[src/rtl/serial_subtractor_if.sv]
// serial_subtractor_if
//   Handshake and data bundle between an issuing controller and the
//   bit-serial subtractor.
//   start, a, b      : controller -> subtractor (request and operands)
//   busy, done       : subtractor -> controller (progress / completion pulse)
//   diff, borrow_out : subtractor -> controller (held result)
//   master modport: the controller side; slave modport: the subtractor side.
interface serial_subtractor_if #(
    parameter int WIDTH = 4
);
    logic             start;
    logic [WIDTH-1:0] a;
    logic [WIDTH-1:0] b;
    logic             busy;
    logic             done;
    logic [WIDTH-1:0] diff;
    logic             borrow_out;

    modport master (
        output start, a, b,
        input  busy, done, diff, borrow_out
    );

    modport slave (
        input  start, a, b,
        output busy, done, diff, borrow_out
    );
endinterface

[src/rtl/serial_subtractor.sv]
// serial_subtractor
//   Bit-serial unsigned subtractor, diff = a - b mod 2^WIDTH, processed LSB
//   first through a single full-subtractor cell, one bit per clock.
//   clk   : rising-edge clock
//   reset : synchronous, active-high; abandons any operation in flight
//   bus   : serial_subtractor_if slave (start/a/b in, busy/done/diff/borrow_out out)
//   WIDTH must match the WIDTH of the connected interface (legal 2..32).
//
//   state | meaning
//   IDLE  | waiting for start; outputs hold the last result
//   RUN   | one operand bit per cycle through the borrow cell; start ignored
//   DONE  | one-cycle done pulse; start here is accepted back-to-back
module serial_subtractor #(
    parameter int WIDTH = 4
) (
    input  logic               clk,
    input  logic               reset,
    serial_subtractor_if.slave bus
);
    localparam int CNT_W = $clog2(WIDTH) + 1;

    typedef enum logic [1:0] {
        IDLE = 2'd0,
        RUN  = 2'd1,
        DONE = 2'd2
    } state_t;

    state_t           state;
    state_t           state_nx;
    logic [WIDTH-1:0] a_sr;
    logic [WIDTH-1:0] b_sr;
    logic [WIDTH-1:0] res_sr;
    logic [WIDTH-1:0] diff_q;
    logic             borrow_q;
    logic             bw;
    logic [CNT_W-1:0] cnt;

    logic a_bit;
    logic b_bit;
    logic d_bit;
    logic bw_nx;
    logic last_bit;
    logic accept;

    always_comb begin
        a_bit    = a_sr[0];
        b_bit    = b_sr[0];
        d_bit    = a_bit ^ b_bit ^ bw;
        bw_nx    = (~a_bit & b_bit) | (~(a_bit ^ b_bit) & bw);
        last_bit = (cnt == CNT_W'(WIDTH - 1));
        // start is only honoured outside RUN, so a request mid-operation is dropped
        accept   = (state != RUN) && bus.start;
    end

    always_comb begin
        state_nx = state;
        case (state)
            IDLE:    if (bus.start) state_nx = RUN;
            RUN:     if (last_bit)  state_nx = DONE;
            DONE:    state_nx = bus.start ? RUN : IDLE;
            default: state_nx = IDLE;
        endcase
    end

    always_ff @(posedge clk) begin
        if (reset) begin
            state    <= IDLE;
            a_sr     <= '0;
            b_sr     <= '0;
            res_sr   <= '0;
            diff_q   <= '0;
            borrow_q <= 1'b0;
            bw       <= 1'b0;
            cnt      <= '0;
        end else begin
            state <= state_nx;
            if (accept) begin
                a_sr <= bus.a;
                b_sr <= bus.b;
                bw   <= 1'b0;
                cnt  <= '0;
            end else if (state == RUN) begin
                a_sr   <= a_sr >> 1;
                b_sr   <= b_sr >> 1;
                // result enters at the MSB so after WIDTH shifts bit i sits at position i
                res_sr <= {d_bit, res_sr[WIDTH-1:1]};
                bw     <= bw_nx;
                cnt    <= cnt + 1'b1;
                if (last_bit) begin
                    diff_q   <= {d_bit, res_sr[WIDTH-1:1]};
                    borrow_q <= bw_nx;
                end
            end
        end
    end

    assign bus.busy       = (state == RUN);
    assign bus.done       = (state == DONE);
    assign bus.diff       = diff_q;
    assign bus.borrow_out = borrow_q;
endmodule
[src/flat_wrapper.sv]
// flat-port wrapper written by rule: the top's interface ports become plain ports
module serial_subtractor_flat 
#(
    parameter int WIDTH = 4
)
  (clk, reset, bus_start, bus_a, bus_b, bus_busy, bus_done, bus_diff, bus_borrow_out);
  serial_subtractor_if #(.WIDTH(WIDTH)) bus_i ();
  input  logic clk;
  input  logic reset;
  input wire logic [$bits(bus_i.start)-1:0] bus_start;
  input wire logic [$bits(bus_i.a)-1:0] bus_a;
  input wire logic [$bits(bus_i.b)-1:0] bus_b;
  output wire logic [$bits(bus_i.busy)-1:0] bus_busy;
  output wire logic [$bits(bus_i.done)-1:0] bus_done;
  output wire logic [$bits(bus_i.diff)-1:0] bus_diff;
  output wire logic [$bits(bus_i.borrow_out)-1:0] bus_borrow_out;
  assign bus_i.start = bus_start;
  assign bus_i.a = bus_a;
  assign bus_i.b = bus_b;
  assign bus_busy = bus_i.busy;
  assign bus_done = bus_i.done;
  assign bus_diff = bus_i.diff;
  assign bus_borrow_out = bus_i.borrow_out;
  serial_subtractor #(.WIDTH(WIDTH)) u_core (.clk(clk), .reset(reset), .bus(bus_i));
endmodule
[config.mk]
export PLATFORM = sky130hd
export DESIGN_NAME = serial_subtractor_flat
export DESIGN_NICKNAME = d
export VERILOG_FILES = /design/src/rtl/serial_subtractor_if.sv /design/src/rtl/serial_subtractor.sv /design/src/flat_wrapper.sv
export SDC_FILE = /design/constraint.sdc
export NUM_CORES = 1
export LEC_CHECK = 0
export CAP_MARGIN = 5
export CORE_MARGIN = 4
export CORE_UTILIZATION = 49
export CTS_BUF_LIST = sky130_fd_sc_hd__clkbuf_4 sky130_fd_sc_hd__clkbuf_8 sky130_fd_sc_hd__clkbuf_16
export DETAILED_ROUTE_END_ITERATION = 8
export MAX_ROUTING_LAYER = met4
export PLACE_DENSITY_LB_ADDON = 0.05
export SLEW_MARGIN = 20
export SYNTH_ARGS = -nofsm -noshare
export SYNTH_HDL_FRONTEND = slang
export SYNTH_SLANG_ARGS = --single-unit
[constraint.sdc]
create_clock -name clk -period 1.65 [get_ports clk]
set_clock_uncertainty 0.05 [all_clocks]
set_input_delay 0.165 -clock clk [delete_from_list [all_inputs] [get_ports clk]]
set_output_delay 0.165 -clock clk [all_outputs]
set_load 0.02 [all_outputs]
# == After elaboration in Yosys (flattened, before gate mapping) ==
# Index checks and enable logic that the tools add are counted.
# totals
regBits,23
input_bits,11
word_cells,38
# op_classes
addsub,1
eq_ne,6
mux,8
bitwise_logic,8
n_reduce_logical,7
# op_table
operator,count
4-bit two-way mux,4
2-bit case mux with 3 select lines,1
2-bit two-way mux,2
"2-bit by 1-bit inequality test with 1-bit output, second input constant",2
2-bit AND reduction,2
"3-bit by 1-bit adder with 3-bit output, second input constant",1
"3-bit by 2-bit equality test with 1-bit output, second input constant",1
1-bit inverter,3
3-bit AND reduction,1
1-bit AND,2
"2-bit by 1-bit equality test with 1-bit output, second input constant",1
"2-bit equality test, second input constant",1
2-bit zero test,1
"2-bit inequality test, second input constant",1
2-bit nonzero test,1
2-bit OR reduction,1
1-bit XOR,2
1-bit logical AND,1
1-bit two-way mux,1
1-bit OR,1

# == Depth between registers and ports, before layout ==
# logic_depth
depth_word,4
mapped_depth,6

# == Worst setup path before layout ==
# OpenSTA, ideal clock, no wires.
# synth_timing
path_type,reg2reg
from,register u_core.cnt[0]
to,"register u_core.diff_q[1], in the netlist u_core.bus.diff[1]"
setup_time_ps,133
arrival_time_ps,1126
setup_slack_ps,341
path_stages_with_launch,7
path_buffers,1
path_cell_list,dfxtp_1 > ha_1 > ha_1 > clkbuf_1 > nand3b_1 > nand2_1 > a21oi_1
# synth_via
elab_chain_len,2
# synth_lines
item,line,text
start: declaration,serial_subtractor.sv:36,logic [CNT_W-1:0] cnt;
start signal: assignment,serial_subtractor.sv:88,cnt <= cnt + 1'b1;
3-bit by 2-bit equality test with 1-bit output,serial_subtractor.sv:50,last_bit = (cnt == CNT_W'(WIDTH - 1));
3-bit AND reduction (no source line),n/a,
end signal: assignment,serial_subtractor.sv:90,"diff_q <= {d_bit, res_sr[WIDTH-1:1]};"
end: declaration,serial_subtractor.sv:33,logic [WIDTH-1:0] diff_q;
# No other way between the ends.
# A chain may end at the register's enable or synchronous reset.

# == Final worst setup path ==
# layout_timing
from,"register u_core.borrow_q, in the netlist u_core.bus.borrow_out"
to,output bus_borrow_out
# layout_lines
item,line,text
start: declaration,serial_subtractor.sv:34,logic borrow_q;
start signal: assignment,serial_subtractor.sv:91,borrow_q <= bw_nx;
end: declaration,flat_wrapper.sv:16,output wire logic [$bits(bus_i.borrow_out)-1:0] bus_borrow_out;
# No word-level cell between the ends.

==> results.md <==
- Setup crit end kind: output pin
- Crit-path max FO: 2
- Critical path's slowest cell: clkdlybuf4s50_1
- I/O pins: 18
- Fillcell total: 158
- Reg clk slew, reported paths: 0.11 ns
- GRT overflow: 0
- Total number of vias: 743
- Yosys top cell area share: 47.9%
- Critical R2R Launch: u_core.cnt[0]
- Seq/Total Area, Yosys: 47.9%
- Synth top cells by count: 22 x dfxtp_1, 12 x a21oi_1, 11 x nand2_1
- Mapped Nets: 114
- Beginning of the critical path: u_core.bus.borrow_out
- Hold WS: 0.409 ns
- # setup viols final: 0
- Initial DRC Count: 14
- Final Cycle Share: 88.3%
- Final Wtd Congestion: 0.759
- Tot GR Track Use: 16.1%
- Slew headroom: 83.9%
- CTS buffer count: 3
- Hold-fix buffers, CTS: 0
- DR DRC count: 0
- Via density per instance: 5.16
- Chip Width: 51.3 um
- Vias in the first global route: 707
- Syn Inst Count: 100
- Hold Violations, Final: 0
- Clock Tree Buf Depth: 2
- DIE AREA: 2630 um2
- Max frequency: 687 MHz
- H-Tree Depth: 1
- Core footprint: 1750 um2
- Number of routed nets with antenna violations: 0
- Lkg Pwr: 0.458 nW
- Final std cells w/o fill: 144
- Routed wire length: 1.75 mm
- Net Sw Frac: 24.5%
- CTS tree: yes
- Slew Viols, Final: 0
- DP HPWL: 1.29 mm
- Worst-path cell chain: clkdlybuf4s50_1
- Peak VDD IR: 0.524 mV
- Pwr dens: 818 nW/um2
- Site row count: 15
- Initial antenna violation count: 0
- Hold/Removal Path Class: flip-flop to flip-flop
- Final #Nets: 135
- Layout cells sized above 1: 8.40%
- Crit path DAT: 1.24 ns
- Startpoint types: flip-flop
- Core Util, Final: 65.7%
- Reg power frac: 60.9%
- DIE HEIGHT: 51.3 um
- RSZ-0062 raised after global routing: no
- Status: finished, final reports clean
- Post-synth EDFFs: 0
- Ys flop type: dfxtp_1
- Critical path's top delay family: buffers and inverters
- Comb power frac: 14.5%
- Largest net degree at the start of global routing: 23
- Switching pwr: 0.000230 W
- CP Data Required Time: 1.43 ns
- Drt pass-1 iters: 4
- WP buf/inv: 1
- Max_cap viols: 0
- Worst-margin pin slew: 0.241 ns
- Area contributors post-synth: dfxtp_1 48%, mux2i_1 8.7%, a21oi_1 6.5%, a211oi_1 4.9%, nand2_1 4.5%
- # diodes: 0
- Setup TNS: 0 ns
- Setup CP Type: flip-flop to output pin
- Cells after DPL: 141
- Synthesized flop and latch total: 22
- Clock sinks: 22
- Number of library cell types mapped by synthesis: 22
- Avg WL per Cell: 12.1 um
- Avg Cell Area, Syn: 9.20 um2
- First-pass GRT wire length: 3.06 mm
- YS warnings: 0
- Max stage delay on crit path: 0.60 ns
- Port Buffers: 17
- Clk Tree Root Cell: clkbuf_4
- Count leader, synth: dfxtp_1
- Syn-to-layout area delta: 24.8%
- # Post-CTS Setup Buffers: 0
- Clock power share: 24.6%
- Hold Startpoint: u_core.bus.diff[0]
- Synth area leader: dfxtp_1
- Worst-Skew Late Latency: 0.29 ns
- Cell-internal power: 0.000708 W
- Async SR Flop Fraction: 0%
- Initial core utilization: 52.7%
- Min cycle time layout: 1.46 ns
- Cell area after synthesis: 920 um2
## worst register-to-register path, stage by stage, from the launching register on
cell      delay [ns]
dfxtp_1         0.36
ha_1            0.16
ha_1            0.28
nand3b_1        0.24
nand2_1         0.12
a21oi_1         0.07
## routing by layer
metal,global-route usage [%],up-vias,wire length (um)
met1,20.5,346,856
met2,24.2,14,792
met4,7.86,0,15
li1,-,381,-
met5,-,-,0
met3,3.50,2,83
## power by group through the flow
stage / sequential [W] / clock [W] / combinational, W
floorplan: 0.000580 / 0 / 0.0000904
global placement: 0.000582 / 0 / 0.000135
detailed placement: 0.000584 / 0 / 0.000137
CTS: 0.000572 / 0.000244 / 0.000137
global route: 0.000575 / 0.000266 / 0.000151
finish: 0.000571 / 0.000231 / 0.000136
## cells in the final DEF, fill, tap and decap left out, drive strengths merged
| cell type | Yosys | layout |
|---|---|---|
| nand2 | 11 | 11 |
| nand2b | 4 | 4 |
| inv | 5 | 5 |
| clkdlybuf4s50 | 0 | 15 |
| ha | 2 | 2 |
| dlygate4sd2 | 0 | 1 |
| dfxtp | 22 | 22 |
| buf | 4 | 6 |
| a211oi | 6 | 6 |
| a2bb2oi | 1 | 1 |
| clkbuf | 3 | 3 |
| nand3b | 3 | 3 |
| a21oi | 12 | 12 |
| dlymetal6s2s | 0 | 1 |
| nor3 | 2 | 2 |
| or3 | 2 | 2 |
| nand3 | 4 | 4 |
| mux2i | 8 | 8 |
| nor2b | 1 | 1 |
| fa | 1 | 1 |
| nor2 | 8 | 8 |
| a311oi | 1 | 1 |
## area by class of cell
cell class	instances	area, um2	share of cell area, %
sequential	22	440	38.4
multi-input combinational	66	415	36.2
timing repair buffer	23	216	18.9
tap	25	31.3	2.73
clock buffer	3	22.5	1.96
inverter	5	21.3	1.85
## logic make-up (layout without fill, tap and decap cells)
family,after synthesis,count (layout),share of synthesized area (%)
DFF,22,22,47.9
muxes,8,8,8.71
and+or+nand+nor,35,35,18.2
adders and majority gates,3,3,4.90
AOI/OAI and AO/OA,20,20,13.3
buffers and inverters,12,31,6.94
## state kept, by name, indices dropped and copies added (netlist names)
signal,cells
u_core.b_sr,4
u_core.bw,1
u_core.state,2
u_core.cnt,3
u_core.bus.borrow_out,1
u_core.res_sr,3
u_core.bus.diff,4
u_core.a_sr,4
## worst paths after layout
kind	to	slack [ns]	depth (start not counted)
min	u_core.bus.diff[0]	0.41	2
max reg2reg	u_core.bus.diff[1]	0.27	5
max	bus_borrow_out	0.19	1
min reg2reg	u_core.bus.diff[0]	0.41	2
## through the flow
step                instance area (um2)  power [W]  setup slack [ns]
floorplan                           920   0.000670             0.341
CTS                                1140   0.000952            0.0340
global placement                   1120   0.000717             0.293
global route                       1150   0.000993             0.115
detailed placement                 1120   0.000721             0.277
finish                             1150   0.000938             0.194
## timing repair
action	CTS	global route
resized for setup	1	1
hold endpoints to repair	0	0
endpoints found under the setup margin	1	1
Power figures use the tool's default switching activity.
